## src/rtl/snake_score_keeper.sv

```systemverilog
// Snake game score keeper: saturating 0-99 score, speed level and move-tick strobe.
// Optional session high score / new-record logic is built when SCORE_HISCORE_EN is defined.
module snake_score_keeper #(
    parameter logic [31:0] BASE_TICKS = 32'd5_000_000,
    parameter logic [31:0] STEP_TICKS = 32'd500_000
) (
    input  logic       clk,
    input  logic       rst_n,
    input  logic       start,
    input  logic       eat,
    input  logic       die,
    output logic [1:0] state,
    output logic [6:0] score,
    output logic [6:0] high_score,
    output logic       new_record,
    output logic [2:0] level,
    output logic       move_tick
);

    typedef enum logic [1:0] {
        ST_IDLE = 2'b00,
        ST_PLAY = 2'b01,
        ST_OVER = 2'b10
    } state_e;

    state_e      state_q, state_d;
    logic [6:0]  score_q, score_d;
    logic [31:0] cnt_q, cnt_d;
    logic        tick_q, tick_d;
    logic        eat_q;
    logic        eat_rise;
    logic [6:0]  score_tens;
    logic [31:0] period;

    assign eat_rise   = eat & ~eat_q;
    assign score_tens = score_q / 7'd10;
    assign level      = (score_tens > 7'd7) ? 3'd7 : score_tens[2:0];
    assign period     = BASE_TICKS - (32'(level) * STEP_TICKS);

    always_comb begin
        state_d = state_q;
        score_d = score_q;
        cnt_d   = 32'd0;
        tick_d  = 1'b0;
        case (state_q)
            ST_IDLE, ST_OVER: begin
                if (start) begin
                    state_d = ST_PLAY;
                    score_d = 7'd0;
                end
            end
            ST_PLAY: begin
                if (die) begin
                    state_d = ST_OVER;
                end else begin
                    if (eat_rise && (score_q < 7'd99)) begin
                        score_d = score_q + 7'd1;
                    end
                    // >= so a level-up that shrinks the period below the count fires at once
                    if (cnt_q >= period - 32'd1) begin
                        tick_d = 1'b1;
                    end else begin
                        cnt_d = cnt_q + 32'd1;
                    end
                end
            end
            default: state_d = ST_IDLE;
        endcase
    end

    always_ff @(posedge clk or negedge rst_n) begin
        if (!rst_n) begin
            state_q <= ST_IDLE;
            score_q <= 7'd0;
            cnt_q   <= 32'd0;
            tick_q  <= 1'b0;
            eat_q   <= 1'b0;
        end else begin
            state_q <= state_d;
            score_q <= score_d;
            cnt_q   <= cnt_d;
            tick_q  <= tick_d;
            eat_q   <= eat;
        end
    end

`ifdef SCORE_HISCORE_EN
    logic [6:0] high_q, high_d;
    logic       rec_q, rec_d;

    always_comb begin
        high_d = high_q;
        rec_d  = rec_q;
        if ((state_q == ST_PLAY) && die && (score_q > high_q)) begin
            high_d = score_q;
            rec_d  = 1'b1;
        end else if ((state_q != ST_PLAY) && start) begin
            rec_d  = 1'b0;
        end
    end

    always_ff @(posedge clk or negedge rst_n) begin
        if (!rst_n) begin
            high_q <= 7'd0;
            rec_q  <= 1'b0;
        end else begin
            high_q <= high_d;
            rec_q  <= rec_d;
        end
    end

    assign high_score = high_q;
    assign new_record = rec_q;
`else
    assign high_score = 7'd0;
    assign new_record = 1'b0;
`endif

    assign state     = state_q;
    assign score     = score_q;
    assign move_tick = tick_q;

endmodule

```

## config.mk

```make
export PLATFORM = sky130hd
export DESIGN_NAME = snake_score_keeper
export DESIGN_NICKNAME = d
export VERILOG_FILES = /design/src/rtl/snake_score_keeper.sv
export SDC_FILE = /design/constraint.sdc
export NUM_CORES = 1
export LEC_CHECK = 0
export BUFFER_PORTS_ARGS = -buffer_cell sky130_fd_sc_hd__buf_4
export CORE_UTILIZATION = 45
export CTS_CLUSTER_SIZE = 28
export DETAILED_ROUTE_END_ITERATION = 16
export MAX_ROUTING_LAYER = met4
export SLEW_MARGIN = 40
export SYNTH_ARGS = -nofsm -noshare
export SYNTH_HDL_FRONTEND = slang
export SYNTH_SLANG_ARGS = --single-unit
```

## constraint.sdc

```tcl
create_clock -name clk -period 6.7 [get_ports clk]
set_input_delay 1.34 -clock clk [delete_from_list [all_inputs] [get_ports clk]]
set_output_delay 1.34 -clock clk [all_outputs]
set_load 0.03 [all_outputs]
```

==> After elaboration in Yosys (flattened, before gate mapping) <==
Cells that the tools add are included.
{ "word_totals": {"reg_bits": 43, "latch_bits": 0, "mem_bits_rw": 0, "romBits": 0, "inputBits": 5, "output_inout_bits": 21, "word_cells": 42, "mem_count": 0} }
{ "classes": {"add_sub_neg": 4, "mul": 1, "div_mod_pow": 1, "n_lt_le_gt_ge": 3, "n_eq_ne": 6, "shift": 0, "muxes": 14, "bitwise_logic": 2, "reduce_logical": 6} }
{ "op_table": {"columns": ["op", "count"], "rows": [
  ["2-to-1 mux 32 bit", 3],
  ["adder 32 x 1 -> 32 bit (second input constant)", 1],
  [">= comparator 32 bit", 1],
  ["subtractor 24 x 2 -> 25 bit (second input constant)", 1],
  ["subtractor 23 x 22 -> 24 bit (first input constant)", 1],
  ["2-to-1 mux 7 bit", 3],
  ["multiplier 3 x 14 -> 17 bit (second input constant)", 1],
  ["one-hot mux 7 bit (2 select lines)", 1],
  ["inequality test 2 bit (second input constant)", 4],
  ["adder 7 x 1 -> 7 bit (second input constant)", 1],
  ["divider 7 x 4 -> 7 bit (second input constant)", 1],
  ["> comparator 7 x 3 -> 1 bit (second input constant)", 1],
  ["less-than comparator 7 bit (second input constant)", 1],
  ["2-to-1 mux 2 bit", 2],
  ["one-hot mux 2 bit (2 select lines)", 1],
  ["AND reduction 4 bit", 1],
  ["2-to-1 mux 1 bit", 3],
  ["2-to-1 mux 3 bit", 1],
  ["== test 2 x 1 -> 1 bit (second input constant)", 1],
  ["== test 2 bit (second input constant)", 1],
  ["zero test 2 bit", 1],
  ["AND reduction 2 bit", 1],
  ["nonzero test 2 bit", 1],
  ["OR reduction 2 bit", 1],
  ["3 further kinds", 3]
]} }

==> Longest topological paths before layout <==
Gate-level depths: netlist of the first run.
{ "logic_depth": {"word_depth": 10, "depth_mapped": 25, "ltp_nobuf": 23} }

==> Worst setup path before layout of the first run <==
OpenSTA, ideal clock, no wires.
{ "synth_timing": {"path_kind": "register to register", "startpoint": "reg score_q[0], in the netlist score[0]", "endpoint": "reg cnt_q[10]", "setup_ns": 0.086, "arrival_ns": 5.499, "t_required_ns": 6.614, "path_slack_ns": 1.114, "path_stages_with_launch": 23, "n_path_buf": 2, "period_less_slack_ns": 5.586, "cell_sequence": "dfrtp_1 inv_1 ha_1 nor2_1 nor3_1 o31ai_2 nand2_2 inv_2 fa_1 fa_1 clkbuf_1 xnor2_2 or4_1 nand3_1 nor3_1 ha_1 a21o_1 a21oi_1 o2111ai_1 a31oi_1 o2111ai_1 buf_2 nor3_1"} }
{ "synth_via": {"elab_chain_cells": 10} }
{ "synth_rtl": {"columns": ["element", "line", "rtl"], "rows": [
  ["start: declaration", "27", "logic [6:0] score_q, score_d;"],
  ["start signal: assignment", "80", "score_q <= score_d;"],
  ["divider 7 x 4 -> 7 bit *", "36", "assign score_tens = score_q / 7'd10;"],
  ["> comparator 7 x 3 -> 1 bit", "37", "assign level = (score_tens > 7'd7) ? 3'd7 : score_tens[2:0];"],
  ["2-to-1 mux 3 bit *", "37", null],
  ["net level[0]", "16", "output logic [2:0] level,"],
  ["multiplier 3 x 14 -> 17 bit *", "38", "assign period = BASE_TICKS - (32'(level) * STEP_TICKS);"],
  ["subtractor 23 x 22 -> 24 bit *", "38", null],
  ["subtractor 24 x 2 -> 25 bit *", "60", "if (cnt_q >= period - 32'd1) begin"],
  [">= comparator 32 bit *", "60", null],
  ["2-to-1 mux 32 bit *", "60", null],
  ["2-to-1 mux 32 bit *", "53", "if (die) begin"],
  ["2-to-1 mux 32 bit *", "45", "case (state_q)"],
  ["net cnt_d[10]", "28", "logic [31:0] cnt_q, cnt_d;"],
  ["end signal: assignment", "81", "cnt_q <= cnt_d;"],
  ["end: declaration", "28", null]
]} }
Mark *: on every way through the listed nets, which the timed path passes. The rest lies on a longest branch.
A chain may end at the register's enable or synchronous reset.

==> Worst setup path in the final report of the first run <==
{ "layout_timing": {"startpoint": "reg score_q[0], in the netlist score[0]", "endpoint": "reg cnt_q[17]"} }
{ "layout_via": {"elab_chain_cells": 10} }
{ "layout_rtl": {"columns": ["element", "line"], "rows": [
  ["divider 7 x 4 -> 7 bit *", "36"],
  ["> comparator 7 x 3 -> 1 bit", "37"],
  ["2-to-1 mux 3 bit *", "37"],
  ["multiplier 3 x 14 -> 17 bit *", "38"],
  ["subtractor 23 x 22 -> 24 bit *", "38"],
  ["subtractor 24 x 2 -> 25 bit *", "60"],
  [">= comparator 32 bit *", "60"],
  ["2-to-1 mux 32 bit *", "60"],
  ["2-to-1 mux 32 bit *", "53"],
  ["2-to-1 mux 32 bit *", "45"],
  ["net cnt_d[17]", "28"]
]} }
Marks and branches as above.

==> metrics.log, run 1 <==
INFO  metric clk_path_buf_depth = 2
INFO  metric max_slew.worst_pin.slew = around 0.70 ns
INFO  metric max_fclk = roughly 160 MHz
INFO  metric grtUsageTotal = ~20%
INFO  metric layout.nets = 464
INFO  metric top_level_ports = 26
INFO  metric dpl.cell_count = 514
INFO  metric failed_checks = DRC
INFO  metric finalMaxSlewViolations = 0
INFO  metric share_of_the_yosys_chip_area_belonging_to_registers = 30.01%
INFO  metric power.leakage = 1.747 nW
INFO  metric chain_of_cells_forming_the_critical_path = inv_1, ha_1, nor2_1, nor3_1, o31ai_2, nand2_2, inv_2, fa_1, fa_1, xor2_1, nor2_1, o21ai_0, nand4_1, nor3_1, ha_1, a21o_1, a21oi_1, o2111ai_1, a31oi_1, o2111ai_2, buf_4, nor3_1
INFO  metric detail_route_antenna_nets = 0
INFO  metric tritoncts = built
INFO  metric antennaDiodeCount = 0
INFO  metric gr-total-overflow = 0
INFO  metric clkSinkCount = 43
INFO  metric die-width = 91.27 um
INFO  metric start_kind = flip-flop
INFO  metric internal-power = 0.0003616 W
INFO  metric via_total_after_detailed_routing = about 2,800
INFO  metric critPathCaptureType = flip-flop
INFO  metric hold_ws = 0.5076 ns
INFO  metric count_of_mapped_cells_out_of_synthesis = between 400 and 500
INFO  metric yosys_warnings = 0
INFO  metric path_delay_family = compound AO/OA/AOI/OAI gates
INFO  metric min_path_type = reg2reg
INFO  metric wire_length_of_the_first_global_routing_pass = between 10 and 15 mm
INFO  metric design.die.area = 8329 sq um
INFO  metric synth_area_per_cell = 8.876 sq um
INFO  metric insertion_delay = 0.30 ns
INFO  metric synth_edf_count = 0
INFO  metric placedInstanceArea = 3780 sq um
INFO  metric post-cts-setup-buffer-count = 0
INFO  metric dpl.hpwl = approximately 5.5 mm
INFO  metric yosys.area_share.simple = ~25%
INFO  metric crit_path_frequent_cell = nor3_1
INFO  metric area_growth = 7.781%
INFO  metric yosys-mux-area-fraction = 0.8374%
INFO  metric clk_transition_reported_paths = 0.08 ns
INFO  metric timing.setup.tns = 0 ns
INFO  metric std_cell_rows = 32
INFO  metric die_y = 91.27 um
INFO  metric yosys.area_share.xor_xnor = about a tenth
INFO  metric core = 7727 sq um
INFO  metric drcViolationCount = 1
INFO  metric synth_compound_area_share = 13.08%
INFO  metric register_bit_total_from_synthesis = 43
INFO  metric drt_first_iter_violations = 89
INFO  metric grt_start_max_net_pins = 44
INFO  metric buffer_ports.inserted = 17
INFO  metric drt-pass1-iter-count = 10
INFO  metric postSynth.asyncResetShare = 100.0%
INFO  metric synthDistinctLibCells = 64
INFO  metric cts_buf_count = 5
INFO  metric cp.arrival = 6.34 ns
INFO  metric critical_path_class = reg2reg
INFO  metric first_global_vias = 2,718
INFO  metric cts_repair_resize_count = 0
INFO  metric final_gp_congestion = about 0.85
INFO  metric final_period_minus_worst_setup_slack = 6.130 ns
INFO  metric start_util = 46.41%
INFO  metric layout.cells.non_filler = between 500 and 600
INFO  metric postSynth.topFlopCell = dfrtp_1
INFO  metric cts.htree.levels = 2
INFO  metric power.switching = 0.0001468 W
INFO  metric drive_above_1_share = 11.43%
INFO  metric combPwrFrac = 14.3%
INFO  metric switching_share = 28.88%
INFO  metric power-per-cell-area = 131.6 nW/um^2
INFO  metric worst_ep_required_time = 6.91 ns
INFO  metric crit_fanout = 16
INFO  metric vdd_drop_max = 175.5 uV
INFO  metric critical_path.max_stage_delay = around 0.55 ns
INFO  metric pwr-share-clk = between 30% and 40%
INFO  metric hold_viol = 0
INFO  metric clockRootBuffer = clkbuf_8
INFO  metric unrepaired_setup_endpoints_after_global_routing = no
INFO  metric route.detailed.vias_per_inst = 5.330
INFO  metric drv.max_cap_violation_count = 0
INFO  metric design_area = just under 4000 sq um
INFO  metric combinational_family_with_the_most_area_after_synthesis = simple AND/OR/NAND/NOR gates
INFO  metric slowest_cell_on_crit_path = fa_1
INFO  metric avgRoutedWirePerCell = 14.27 um
INFO  metric synthesis.area = 3586 sq um
INFO  metric adder_and_majority_gate_portion_of_the_synthesized_area = 14.58%
INFO  metric p_seq_share = roughly 54%
INFO  metric period_utilization_post_route = 91.49%
INFO  metric critical_path.n_buffers_inverters = 3
INFO  metric number_of_hold_buffers_added_after_cts = 0
INFO  metric clock_skew = approximately 0.0095 ns
INFO  metric grt_antenna_before_repair = 0
INFO  metric finalSetupViolCount = 0
INFO  metric postRouteWirelength = 7.447 mm
INFO  metric fin_util = between 50 and 60%
INFO  metric slew-limit-headroom = 52.94%
INFO  metric outcome = finished, violations left
==> Yosys cell counts, drive strengths merged, types with 3 or more instances <==
cell type / instances / area share (%)
dfrtp: 43 / 30
ha: 37 / 13
nor3: 35 / 5.2
nor2: 31 / 3.2
nand2: 30 / 3.2
xnor2: 23 / 6.0
xor2: 19 / 4.6
nand3: 18 / 2.5
inv: 16 / 1.8
a21oi: 15 / 2.1
buf: 15 / 2.9
o21ai: 13 / 2.1
clkbuf: 11 / 1.2
nand4: 7 / 1.2
a21o: 6 / 1.3
and2: 6 / 1.0
and3: 6 / 1.0
nor2b: 6 / 1.0
o21a: 5 / 1.0
or2: 5 / 0.94
nand2b: 4 / 0.91
or3: 4 / 0.70
a211oi: 3 / 0.63
and4: 3 / 0.73
fa: 3 / 1.7
mux2i: 3 / 0.84
nand3b: 3 / 0.63
o2111ai: 3 / 0.73
==> sequential cells by signal, summed over array words and instances (netlist names) <==
signal	cells
cnt_q	32
eat_q	1
score	7
move_tick	1
state	2
==> final timing paths <==
check,cells past startpoint,slack (ns),startpoint,endpoint
setup reg to reg,22,0.57,score[0],cnt_q[17]
min in group asynchronous,1,1.01,rst_n,score[3]
setup / recovery,22,0.57,score[0],cnt_q[17]
hold / removal,1,0.51,cnt_q[0],cnt_q[0]
max in group asynchronous,1,5.31,rst_n,cnt_q[2]
hold reg to reg,1,0.51,cnt_q[0],cnt_q[0]
==> cell families after synthesis <==
group           Yosys count
mux                       3
simple gates            168
other cells               1
xor+xnor                 42
fa+ha+maj                40
flops                    43
buf+inv                  43
compound gates           64
==> layout by cell type, fill, tap and decap left out, types with 6 or more instances in the layout <==
master,instances
dfrtp_1,43
a21o_1,6
a21oi_1,15
o21ai_0,12
nor2b_1,6
nor3_1,33
nand2_1,29
nand4_1,7
nand3_1,18
buf_4,20
xnor2_1,21
xor2_1,19
nor2_1,31
and3_1,6
ha_1,37
and2_1,6
conb_1,15
inv_1,14
==> cell type report <==
type                       instances  area [sq um]
clock buffer                       6         72.57
clock inverter                     2         12.51
fill                             785          3862
inverter                          17         70.07
multi-input combinational        332          2356
sequential                        43          1076
tap                              102         127.6
timing repair buffer              20         150.1
==> power groups by stage <==
stage	combinational, W	clock [W]	sequential [W]
after floorplan	0.0000398	0	0.000292
after global placement	0.0000723	0	0.000280
after detailed placement	0.0000738	0	0.000280
after CTS	0.0000739	0.000166	0.000275
after global routing	0.0000799	0.000175	0.000277
final	0.0000728	0.000160	0.000275
==> stage by stage <==
step	setup slack, ns	total power, W
finish	0.5704	0.0005085
global route	0.03007	0.0005318
CTS	0.5298	0.0005155
detailed placement	0.5671	0.0003539
global placement	0.7391	0.0003523
floorplan	1.114	0.0003316
==> routing by layer <==
layer	wire, um	share of wire [%]	vias to the layer above	global-route usage (%)
met4	114	1.5	0	6.349
met3	168	2.3	8	2.345
met2	3316	45	37	31.38
met5	0	0	-	-
met1	3847	52	1323	26.56
li1	-	-	1414	-
(Power assumes the default switching activity.)
==> inputs of run 2 (changes only) <==
--- a/config.mk
+++ b/config.mk
@@ -11,4 +11,5 @@
 export DETAILED_ROUTE_END_ITERATION = 16
+export GPL_TIMING_DRIVEN = 0
 export MAX_ROUTING_LAYER = met4
-export SLEW_MARGIN = 40
+export SLEW_MARGIN = 5
 export SYNTH_ARGS = -nofsm -noshare
==> constraint.sdc (replaced) <==
create_clock -name clk -period 6.7 [get_ports clk]
set_input_delay 1.005 -clock clk [delete_from_list [all_inputs] [get_ports clk]]
set_output_delay 1.005 -clock clk [all_outputs]
set_load 0.03 [all_outputs]
==> metrics.log, run 2 (synthesized netlist as in run 1, its figures left out) <==
INFO  metric clk_path_buf_depth = 2 (unchanged)
INFO  metric area_growth = 11.86%
INFO  metric cts.htree.levels = 2 (unchanged)
INFO  metric finalMaxSlewViolations = 0 (unchanged)
INFO  metric power.leakage = 1.828 nW (+4.7%)
INFO  metric regToRegStartpoint = score[0]
INFO  metric start_util = 46.41% (unchanged)
INFO  metric drcViolationCount = 1 (unchanged)
INFO  metric hold_critical_path_depth = 1 (unchanged)
INFO  metric first_global_vias = 2,753 (+1.3%)
INFO  metric gr-total-overflow = 0 (unchanged)
INFO  metric grtUsageTotal = 20.36% (+0.54 points)
INFO  metric grt_start_max_net_pins = 44 (unchanged)
INFO  metric cts_repair_resize_count = 0 (unchanged)
INFO  metric clock_skew = 0.006489 ns (-0.002987 ns)
INFO  metric critPathCaptureType = flip-flop
INFO  metric wire_length_of_the_first_global_routing_pass = 13.37 mm (+4.0%)
INFO  metric largest-register = cnt_q
INFO  metric dpl.hpwl = 5.654 mm (+2.5%)
INFO  metric detail_route_antenna_nets = 0 (unchanged)
INFO  metric insertion_delay = 0.30 ns (about the same)
INFO  metric period_utilization_post_route = 93.48% (+2.0 points)
INFO  metric max_slew.worst_pin.slew = 0.7506 ns (+0.04890 ns)
INFO  metric unrepaired_setup_endpoints_after_global_routing = no
INFO  metric cts_buf_count = 5 (unchanged)
INFO  metric most_frequent_cells_in_the_layout = dfrtp_1 (43), ha_1 (37), nor3_1 (33)
INFO  metric worst_ep_required_time = 6.91 ns (about the same)
INFO  metric buffer_ports.inserted = 17 (unchanged)
INFO  metric die_y = 91.27 um (unchanged)
INFO  metric postRouteWirelength = 7.452 mm (about the same)
INFO  metric antennaDiodeCount = 0 (unchanged)
INFO  metric fin_util = 51.91% (+1.9 points)
INFO  metric final_period_minus_worst_setup_slack = 6.263 ns (+0.1334 ns)
INFO  metric fillers = 761 (-3.1%)
INFO  metric route.detailed.vias_per_inst = 5.262 (-1.3%)
INFO  metric clk_transition_reported_paths = 0.08 ns (about the same)
INFO  metric via_total_after_detailed_routing = 2,868 (+3.1%)
INFO  metric clockRootBuffer = clkbuf_8
INFO  metric top_level_ports = 26 (unchanged)
INFO  metric start_point_of_the_worst_min_delay_path = cnt_q[0]
INFO  metric finalSetupViolCount = 0 (unchanged)
INFO  metric crit_fanout = 12 (-4)
INFO  metric clkSinkCount = 43 (unchanged)
INFO  metric largest_register_ff_count = 32 (unchanged)
INFO  metric outcome = finished, violations left
INFO  metric grt_antenna_before_repair = 0 (unchanged)
INFO  metric avgRoutedWirePerCell = 13.67 um (-4.2%)
INFO  metric hold_path_end = cnt_q[0]
INFO  metric start_kind = flip-flop
INFO  metric hold_viol = 0 (unchanged)
INFO  metric design.die.area = 8329 sq um (unchanged)
INFO  metric final_gp_congestion = 0.7983 (-6.6%)
INFO  metric drt_first_iter_violations = 128 (+44%)
INFO  metric r2r_setup_slk = 0.44 ns (-0.13 ns)
INFO  metric post-cts-setup-buffer-count = 0 (unchanged)
INFO  metric drt-pass1-iter-count = 10 (unchanged)
INFO  metric min_path_type = reg2reg
INFO  metric cp.arrival = 6.47 ns (+0.13 ns)
INFO  metric power-per-cell-area = 133.9 nW/um^2 (+1.8%)
INFO  metric worst-r2r-cell-count = 22 (unchanged)
INFO  metric timing.setup.tns = 0 ns (unchanged)
INFO  metric critical_path.reg2reg.endpoint = cnt_q[24]
INFO  metric failed_checks = DRC
INFO  metric slew-limit-headroom = 49.66% (-3.3 points)
INFO  metric core = 7727 sq um (unchanged)
INFO  metric die-width = 91.27 um (unchanged)
INFO  metric tritoncts = built
INFO  metric drive_above_1_share = 13.77% (+2.3 points)
INFO  metric std_cell_rows = 32 (unchanged)
INFO  metric drv.max_cap_violation_count = 0 (unchanged)
INFO  metric layout.nets = 487 (+5.0%)
INFO  metric max_fclk = 159.7 MHz (-2.1%)
INFO  metric number_of_hold_buffers_added_after_cts = 0 (unchanged)
INFO  metric layout_commonest_cell = dfrtp_1
INFO  metric critical_path_class = reg2reg
INFO  metric vdd_drop_max = 141.8 uV (-19%)
run 2: worst max path at each step:
| stage | endpoint | depth (start not counted) | start | slack [ns] |
|---|---|---|---|---|
| 6_report | cnt_q[24] | 22 | score[0] | 0.44 |
| 5_1_grt | cnt_q[18] | 22 | score[0] | 0.03 |
| 2_1_floorplan | cnt_q[10] | 22 | score[0] | 1.11 |
| 3_5_place_dp | cnt_q[24] | 23 | score[0] | 0.33 |
| 4_1_cts | cnt_q[24] | 23 | score[0] | 0.31 |
| 3_3_place_gp | cnt_q[15] | 22 | score[0] | 0.39 |
run 2: per-layer routing:
metal / vias to the layer above / routed length, um / track usage (%)
met3: 8 / 228 / 3.015
met1: 1350 / 3650 / 27.92
li1: 1462 / - / -
met2: 48 / 3502 / 31.94
met5: - / 0 / -
met4: 0 / 71 / 4.497
run 2: worst max-delay path, stage by stage (launching register included):
cell	delay (ns)
dfrtp_1	0.39
inv_1	0.11
ha_1	0.22
nor2_1	0.17
nor3_1	0.08
o31ai_2	0.40
nand2_2	0.29
inv_2	0.31
fa_1	0.51
fa_1	0.56
clkbuf_1	0.32
xnor2_2	0.18
or4_1	0.53
nand3_1	0.09
nor3_1	0.07
ha_1	0.30
a21o_1	0.18
a21oi_1	0.22
o2111ai_1	0.14
a31oi_1	0.26
o2111ai_2	0.31
buf_2	0.29
nor3_1	0.22
run 2: where the power goes:
group          total [W]  switching (W)  internal [W]  leakage [nW]
clock network   0.000183      0.0000889     0.0000938        0.0505
registers       0.000275     0.00000697      0.000268         0.578
logic          0.0000794      0.0000547     0.0000246          1.20
total           0.000537       0.000151      0.000386          1.83
run 2: cell type report:
cell class / instances / area, sq um / share of cell area (%)
sequential: 43 / 1076 / 26.82
multi-input combinational: 332 / 2361 / 58.86
tap: 102 / 127.6 / 3.182
clock buffer: 7 / 96.34 / 2.402
inverter: 17 / 70.07 / 1.747
timing repair buffer: 17 / 127.6 / 3.182
clock inverter: 1 / 7.507 / 0.1871
buffer: 26 / 145.1 / 3.618
run 2: metrics by stage:
| stage | setup slack, ns | hold slack, ns | total power [W] | cells | area [sq um] |
|---|---|---|---|---|---|
| final | 0.4370 | 0.5107 | 0.0005370 | 545 | 4011 |
| after global routing | 0.02581 | 0.5488 | 0.0005661 | 545 | 4011 |
| after CTS | 0.3080 | 0.5138 | 0.0005439 | 545 | 3998 |
| after detailed placement | 0.3315 | 0.5003 | 0.0003603 | 537 | 3894 |
| after global placement | 0.3860 | 0.4915 | 0.0003584 | 537 | 3894 |
| after floorplan | 1.114 | 0.4672 | 0.0003316 | 418 | 3638 |
